===== config.mk =====
export PLATFORM = sky130hd
export DESIGN_NAME = serdes_frame_scheduler
export DESIGN_NICKNAME = d
export VERILOG_FILES = /design/src/rtl/serdes_sched_pkg.sv /design/src/rtl/rr_arbiter2.sv /design/src/rtl/serdes_frame_scheduler.sv
export SDC_FILE = /design/constraint.sdc
export NUM_CORES = 1
export LEC_CHECK = 0
export CAP_MARGIN = 5
export CELL_PAD_IN_SITES_DETAIL_PLACEMENT = 0
export CELL_PAD_IN_SITES_GLOBAL_PLACEMENT = 1
export CORE_AREA = 2 2 163 165
export DETAILED_ROUTE_END_ITERATION = 12
export DIE_AREA = 0 0 165 167
export PLACE_DENSITY_LB_ADDON = 0.1
export SLEW_MARGIN = 20
export SYNTH_ARGS = -nofsm -noshare
export SYNTH_HDL_FRONTEND = slang
export SYNTH_SLANG_ARGS = --single-unit

===== constraint.sdc =====
create_clock -name clk -period 2.6 [get_ports clk]
set_input_delay 0.52 -clock clk [delete_from_list [all_inputs] [get_ports clk]]
set_output_delay 0.52 -clock clk [all_outputs]
set_load 0.02 [all_outputs]

===== src/rtl/serdes_sched_pkg.sv =====
`default_nettype none
// ============================================================================
//  Module      : serdes_sched_pkg
//  Description : Shared types and frame timing constants for the SERDES
//                frame scheduler and its round-robin arbiter.
//  Revision    : 1.0 - initial release
// ============================================================================
package serdes_sched_pkg;

  // Scheduler FSM states, explicitly 3 bits wide
  typedef enum logic [2:0] {
    ST_IDLE    = 3'd0,
    ST_START   = 3'd1,
    ST_SHIFT   = 3'd2,
    ST_WAIT    = 3'd3,
    ST_CAPTURE = 3'd4,
    ST_CHECK   = 3'd5,
    ST_RESPOND = 3'd6,
    ST_RECOVER = 3'd7
  } state_e;

  // Frame cycle numbering: C0 = START, C1..C8 = SHIFT, C9..C10 = WAIT,
  // C11..C18 = CAPTURE, then RECOVER occupies C19..C20 on a failed frame.
  localparam logic [4:0] SHIFT_LAST   = 5'd8;
  localparam logic [4:0] WAIT_LAST    = 5'd10;
  localparam logic [4:0] CAP_FIRST    = 5'd11;
  localparam logic [4:0] CAP_LAST     = 5'd18;
  localparam logic [4:0] RECOVER_LEN  = 5'd2;
  localparam logic [4:0] RECOVER_EXIT = CAP_LAST + RECOVER_LEN;
  localparam logic [4:0] CYC_MAX      = 5'd31;

  localparam logic [127:0] DEFAULT_KEY = 128'hA1B2C3D4E5F60123456789ABCDEF1234;

  // Frame cycle counter step; holds at the top value instead of wrapping
  function automatic logic [4:0] cyc_inc(input logic [4:0] cyc);
    return (cyc == CYC_MAX) ? cyc : cyc + 5'd1;
  endfunction

  // Advance to the next key byte: rotate right by one byte
  function automatic logic [127:0] key_rotr8(input logic [127:0] key);
    return {key[7:0], key[127:8]};
  endfunction

endpackage
`default_nettype wire


===== src/rtl/rr_arbiter2.sv =====
`default_nettype none
// ============================================================================
//  Module      : rr_arbiter2
//  Description : Two-way round-robin arbiter. Grant is combinational and
//                gated by en_i; the last-served pointer moves on any grant.
//  Revision    : 1.0 - initial release
// ============================================================================
module rr_arbiter2 (
  input  logic       clk,
  input  logic       rst_n,
  input  logic [1:0] req_i,
  input  logic       en_i,
  output logic [1:0] grant_o
);

  // 1 means requester 1 was served last, so requester 0 wins a tie
  logic last_q;
  logic [1:0] grant_d;

  // Tie goes to the requester not served last; a lone request always wins
  always_comb begin
    grant_d = 2'b00;
    if (en_i) begin
      if (req_i == 2'b11) begin
        grant_d = last_q ? 2'b01 : 2'b10;
      end else begin
        grant_d = req_i;
      end
    end
  end

  assign grant_o = grant_d;

  // Remember who was served; reset favours requester 0 first
  always_ff @(posedge clk) begin
    if (!rst_n) begin
      last_q <= 1'b1;
    end else if (|grant_d) begin
      last_q <= grant_d[1];
    end
  end

endmodule
`default_nettype wire


===== src/rtl/serdes_frame_scheduler.sv =====
`default_nettype none
// ============================================================================
//  Module      : serdes_frame_scheduler
//  Description : Arbitrates two byte-pair requesters onto a bit-serial
//                encryptor core, serializes operands MSB first, captures the
//                serial ciphertext, and returns it with an error flag. A core
//                that fails to signal done is reset and the frame reported
//                as errored with the key left unchanged.
//  Revision    : 1.0 - initial release
// ============================================================================
module serdes_frame_scheduler
  import serdes_sched_pkg::*;
(
  input  logic         clk,
  input  logic         rst_n,
  input  logic         req0_valid,
  input  logic [7:0]   req0_a,
  input  logic [7:0]   req0_b,
  output logic         req0_ready,
  input  logic         req1_valid,
  input  logic [7:0]   req1_a,
  input  logic [7:0]   req1_b,
  output logic         req1_ready,
  output logic         rsp_valid,
  output logic [7:0]   rsp_data,
  output logic         rsp_id,
  output logic         rsp_err,
  input  logic         rsp_ready,
  output logic         core_start,
  output logic         core_a_bit,
  output logic         core_b_bit,
  input  logic         core_cipher,
  input  logic         core_done,
  output logic         core_rst,
  output logic [127:0] core_key,
  input  logic         key_load,
  input  logic [127:0] key_in
);

  state_e         state_q;
  logic [4:0]     cyc_q;
  logic [7:0]     a_sh_q;
  logic [7:0]     b_sh_q;
  logic [7:0]     cap_q;
  logic           id_q;
  logic           core_start_q;
  logic           a_bit_q;
  logic           b_bit_q;
  logic           rsp_valid_q;
  logic [7:0]     rsp_data_q;
  logic           rsp_id_q;
  logic           rsp_err_q;
  logic [127:0]   key_q;

  logic           grant_en;
  logic [1:0]     grant;
  logic           accept;
  logic [7:0]     cap_next;

  // Grants only in IDLE, out of reset, and never on a key-load cycle
  assign grant_en = rst_n & (state_q == ST_IDLE) & ~key_load;
  assign accept   = |grant;
  assign cap_next = {cap_q[6:0], core_cipher};

  rr_arbiter2 u_arb (
    .clk     (clk),
    .rst_n   (rst_n),
    .req_i   ({req1_valid, req0_valid}),
    .en_i    (grant_en),
    .grant_o (grant)
  );

  assign req0_ready = grant[0];
  assign req1_ready = grant[1];
  assign rsp_valid  = rsp_valid_q;
  assign rsp_data   = rsp_data_q;
  assign rsp_id     = rsp_id_q;
  assign rsp_err    = rsp_err_q;
  assign core_start = core_start_q;
  assign core_a_bit = a_bit_q;
  assign core_b_bit = b_bit_q;
  assign core_key   = key_q;
  assign core_rst   = ~rst_n | (state_q == ST_RECOVER);

  // Frame sequencer: one counter tracks the frame cycle Cn, all outputs registered
  always_ff @(posedge clk) begin
    if (!rst_n) begin
      state_q      <= ST_IDLE;
      cyc_q        <= 5'd0;
      a_sh_q       <= 8'd0;
      b_sh_q       <= 8'd0;
      cap_q        <= 8'd0;
      id_q         <= 1'b0;
      core_start_q <= 1'b0;
      a_bit_q      <= 1'b0;
      b_bit_q      <= 1'b0;
      rsp_valid_q  <= 1'b0;
      rsp_data_q   <= 8'd0;
      rsp_id_q     <= 1'b0;
      rsp_err_q    <= 1'b0;
      key_q        <= DEFAULT_KEY;
    end else begin
      case (state_q)
        ST_IDLE: begin
          if (key_load) begin
            key_q <= key_in;
          end else if (accept) begin
            a_sh_q       <= grant[1] ? req1_a : req0_a;
            b_sh_q       <= grant[1] ? req1_b : req0_b;
            id_q         <= grant[1];
            cyc_q        <= 5'd0;
            core_start_q <= 1'b1;
            state_q      <= ST_START;
          end
        end

        ST_START: begin
          core_start_q <= 1'b0;
          a_bit_q      <= a_sh_q[7];
          b_bit_q      <= b_sh_q[7];
          a_sh_q       <= {a_sh_q[6:0], 1'b0};
          b_sh_q       <= {b_sh_q[6:0], 1'b0};
          cyc_q        <= cyc_inc(cyc_q);
          state_q      <= ST_SHIFT;
        end

        ST_SHIFT: begin
          cyc_q <= cyc_inc(cyc_q);
          if (cyc_q == SHIFT_LAST) begin
            a_bit_q <= 1'b0;
            b_bit_q <= 1'b0;
            state_q <= ST_WAIT;
          end else begin
            a_bit_q <= a_sh_q[7];
            b_bit_q <= b_sh_q[7];
            a_sh_q  <= {a_sh_q[6:0], 1'b0};
            b_sh_q  <= {b_sh_q[6:0], 1'b0};
          end
        end

        ST_WAIT: begin
          cyc_q <= cyc_inc(cyc_q);
          if (cyc_q == WAIT_LAST) begin
            state_q <= ST_CAPTURE;
          end
        end

        ST_CAPTURE: begin
          cap_q <= cap_next;
          cyc_q <= cyc_inc(cyc_q);
          if (cyc_q == CAP_LAST) begin
            // done is judged together with the final cipher bit
            if (core_done) begin
              rsp_valid_q <= 1'b1;
              rsp_data_q  <= cap_next;
              rsp_id_q    <= id_q;
              rsp_err_q   <= 1'b0;
              key_q       <= key_rotr8(key_q);
              state_q     <= ST_RESPOND;
            end else begin
              state_q     <= ST_RECOVER;
            end
          end
        end

        // Never entered in normal flow; if it is, treat the frame as failed
        ST_CHECK: begin
          cyc_q   <= CAP_LAST + 5'd1;
          state_q <= ST_RECOVER;
        end

        ST_RECOVER: begin
          cyc_q <= cyc_inc(cyc_q);
          if (cyc_q == RECOVER_EXIT) begin
            rsp_valid_q <= 1'b1;
            rsp_data_q  <= 8'h00;
            rsp_id_q    <= id_q;
            rsp_err_q   <= 1'b1;
            state_q     <= ST_RESPOND;
          end
        end

        ST_RESPOND: begin
          if (rsp_ready) begin
            rsp_valid_q <= 1'b0;
            rsp_data_q  <= 8'h00;
            rsp_id_q    <= 1'b0;
            rsp_err_q   <= 1'b0;
            state_q     <= ST_IDLE;
          end
        end

        default: begin
          state_q <= ST_IDLE;
        end
      endcase
    end
  end

endmodule
`default_nettype wire


==> metrics.md <==
| Metric | Value |
|---|---|
| Share of synthesized registers carrying an async set or reset | `0%` |
| Final setup violating endpoints | `0` |
| Row cnt | `59` |
| HPWL Detailed | `19700 um` |
| Register area share after synthesis | `between 40% and 50%` |
| Vertical extent of the die | `167 um` |
| Starting utilization of the core area | `30.5%` |
| GRT Util Overall | `20.2%` |
| Launching element of the worst setup path | `rst_n` |
| Count of routing violations after the opening detailed-route iteration | `595` |
| Crit path largest cell delay | `0.69 ns` |
| Arrival time worst endpoint | `about 2.0 ns` |
| Slack of the worst reg-to-reg path | `0.33 ns` |
| Post-synthesis sequential element count | `175` |
| Clock tree from TritonCTS | `done` |
| Count of placed standard cells in the final layout, fillers left out | `1624` |
| Vias post-DR | `8034` |
| Overflow left after global routing | `0` |
| Post-layout nets | `1450` |
| Worst-Margin Slew | `0.969 ns` |
| Upper clock frequency limit | `0.397 GHz` |
| Number of buffers added on ports | `roughly 310` |
| Final Skew | `about 0.012 ns` |
| Top-area cell type share of the netlist area | `approximately 45%` |
| Clock Root Buffer | `sky130_fd_sc_hd__clkbuf_16` |
| Count of different cell masters after synthesis | `46` |
| Total clock buffers created by CTS | `17` |
| Peak supply drop | `between 0.3 and 0.4 mV` |
| Total Routed Length | `~28000 um` |
| Path category of the worst min-delay check | `flip-flop to flip-flop` |
| Hold EP | `cap_q[6]` |
| Final Wtd Congestion | `0.771` |
| YS warnings | `0` |
| Fraction of layout instances using a drive strength above 1 | `6.05%` |
| Biggest area contributors in the synthesized netlist | `sky130_fd_sc_hd__dfxtp_1, sky130_fd_sc_hd__nand2_1, sky130_fd_sc_hd__nor2_1` |
| Clock transition time at the flip-flop clock pins of the worst setup and hold paths | `0.07 ns` |
| X dimension of the die | `165 um` |
| Die area | `around 0.028 mm2` |
| Relative max-transition margin | `between 30 and 40%` |
| Type of element launching the critical path | `input pin` |
| Maximum level of the CTS H-tree | `4` |
| Wire length of the first global-routing pass | `around 44000 um` |
| Area growth from synthesis to final layout | `53.0%` |
| Cell chain of the critical path | `buf_2, buf_4, nand2_1, clkdlybuf4s50_1` |
| # Post-CTS Setup Buffers | `0` |
| Critical register-to-register path endpoint | `cyc_q[1]` |
| Placeable core region | `0.0258 mm2` |
| Hold path startpoint | `cap_q[6]` |
| Cells on worst reg2reg path | `6` |
| Dominant cell by count in the synthesized netlist | `sky130_fd_sc_hd__nand2_1` |
| Outcome | `finished clean` |
| WP data required | `about 2.1 ns` |
| Number of instances in the synthesized netlist | `1010` |
| Antenna violations before repair | `1` |
| Max FO, Critical Path | `between 80 and 90` |
| DR DRC count | `0` |
| Worst hold stages | `2` |
| Nature of the critical path endpoint | `output port` |
| Pre-antenna DRT Iters | `5` |
| Setup repair after global routing missed its margin | `no` |
| Number of global-route vias before repair | `7704` |
| Routed wire per std cell | `17.4 um` |
| Clock latency at the later pin of the worst-skew pair | `0.42 ns` |
| Worst path slowest cell | `sky130_fd_sc_hd__buf_4` |
| Commonest register cell after synthesis | `sky130_fd_sc_hd__dfxtp_1` |
| Number of endpoints with negative hold slack in the final report | `0` |
| Placed cell count | `1594` |
| Number of max-cap violations | `0` |
| Number of flops mapped to enable cells by yosys | `0` |
| Number of nets with antenna violations after routing | `0` |
| Reg-to-reg critical path startpoint | `state_q[0]` |
| Final-layout fill cell count | `2581` |
| Cell family with the largest share of critical-path delay | `buffers and inverters` |
| Vias per Instance | `4.95` |
| Ratio of final minimum period to clock period | `between 90% and 100%` |
| Boundary Pins | `313` |
| Reported leakage power | `approximately 4.7 nW` |
| Category of the most critical setup path | `input pin to output port` |
| Power consumption | `~0.0085 W` |
| Buffers & Inverters on Critical Path | `3` |
| Number of sinks on the clock net | `175` |
| Synthesized cell area | `between 0.007 and 0.008 mm2` |
| Number of slew-limit violations in the final report | `0` |
| Minimum period implied by the final worst setup slack | `2.52 ns` |
| Power density normalized to cell area | `705 mW/mm2` |
| Antenna diode count | `0` |
| Library cell occupying the most area in the post-synthesis netlist | `sky130_fd_sc_hd__dfxtp_1` |
| Net count after synthesis | `1182` |
| Mean cell area of the mapped netlist | `7.79 um2` |
| Largest net degree at the start of global routing | `86` |
| Maximum clock insertion buffer count | `2` |
| Post-route setup TNS | `0 ns` |
| Most frequent cells after synthesis | `sky130_fd_sc_hd__nand2_1, sky130_fd_sc_hd__nor2_1, sky130_fd_sc_hd__dfxtp_1, sky130_fd_sc_hd__clkbuf_1, sky130_fd_sc_hd__a311oi_1` |
stage by stage:
step	utilization, %	worst slack [ns]	hold WS [ns]	instance area, um2
after floorplan	-	0.345	0.427	7870
after global placement	44.4	-0.442	0.435	11400
after detailed placement	44.4	-0.444	0.441	11400
after CTS	46.7	0.0125	0.457	12000
after global routing	46.7	0.0147	0.467	12000
final	46.7	0.0839	0.455	12000
sequential cells by signal, summed over array words and instances (netlist names), 2 cells and up, named ones only:
signal    flops
a_sh_q        8
b_sh_q        8
cap_q         7
core_key    128
cyc_q         5
rsp_data      8
state_q       2
kinds of logic after synthesis:
group	share of synthesized area [%]
AND/OR/NAND/NOR	25.3
AO/OA/AOI/OAI	22.2
flip-flops	44.5
buffers and inverters	5.11
multiplexers	2.18
adder cells (fa/ha/maj)	0.636
XOR/XNOR	0.111
how the worst max path moves through the flow:
stage                             to  slack (ns)  depth (start not counted)
after floorplan            a_sh_q[2]        0.35                          7
after global placement    req1_ready       -0.44                          4
after detailed placement  req1_ready       -0.44                          4
after CTS                 req0_ready        0.01                          4
after global routing        core_rst        0.01                          4
final                       core_rst        0.08                          4
worst min-delay path, cell delays in order (launching register included):
cell and delay (ns):
sky130_fd_sc_hd__dfxtp_1 0.31, sky130_fd_sc_hd__nand2_1 0.05, sky130_fd_sc_hd__a21oi_1 0.05
power by group:
part           internal (W)  total (W)  switching [W]
clock               0.00157    0.00270        0.00113
combinational       0.00117    0.00241        0.00125
sequential          0.00305    0.00337       0.000318
total               0.00579    0.00849        0.00270
per-layer routing:
layer / wire length (um) / GRT usage, % / vias to the layer above / part of all wire (%)
met5: 13 / 0 / - / 0.046
met4: 424 / 5.33 / 2 / 1.5
met1: 13100 / 27.5 / 3653 / 46
met3: 2220 / 5.90 / 27 / 7.9
li1: - / - / 4087 / -
met2: 12600 / 31.0 / 265 / 44
layout by cell type, fill, tap and decap left out, types with 4 or more instances in the layout:
cell and instances:
sky130_fd_sc_hd__nand2_1 227, sky130_fd_sc_hd__a211oi_1 12, sky130_fd_sc_hd__mux2i_1 16, sky130_fd_sc_hd__a311oi_1 65, sky130_fd_sc_hd__ha_1 4, sky130_fd_sc_hd__o311ai_0 63
sky130_fd_sc_hd__o21ai_0 20, sky130_fd_sc_hd__clkbuf_16 17, sky130_fd_sc_hd__dfxtp_1 175, sky130_fd_sc_hd__nor2_1 223, sky130_fd_sc_hd__nand3_1 14, sky130_fd_sc_hd__a211oi_2 5
sky130_fd_sc_hd__nand2b_1 6, sky130_fd_sc_hd__nor2b_1 4, sky130_fd_sc_hd__buf_4 17, sky130_fd_sc_hd__a21o_1 16, sky130_fd_sc_hd__nor3_1 4, sky130_fd_sc_hd__a21oi_1 19
sky130_fd_sc_hd__inv_6 4, sky130_fd_sc_hd__buf_12 13, sky130_fd_sc_hd__inv_1 5, sky130_fd_sc_hd__o2bb2ai_1 4, sky130_fd_sc_hd__clkdlybuf4s50_1 309
final cells by class:
type / count / area, um2 / share of cell area [%]
clock buffers: 19 / 453 / 3.76
clock inverters: 11 / 156 / 1.30
inverters: 6 / 23.8 / 0.198
multi-input cells: 737 / 3990 / 33.1
flip-flops and latches: 175 / 3500 / 29.1
well taps: 335 / 419 / 3.48
repair buffers: 341 / 3490 / 29.0
repair_timing:
| item | 4_1_cts | 5_1_grt |
|---|---|---|
| setup endpoints to repair | 2 | 2 |
| pin swaps | 0 | 1 |
| hold buffers | 0 | 0 |
| resized for setup | 6 | 3 |
(Power assumes the default switching activity.)
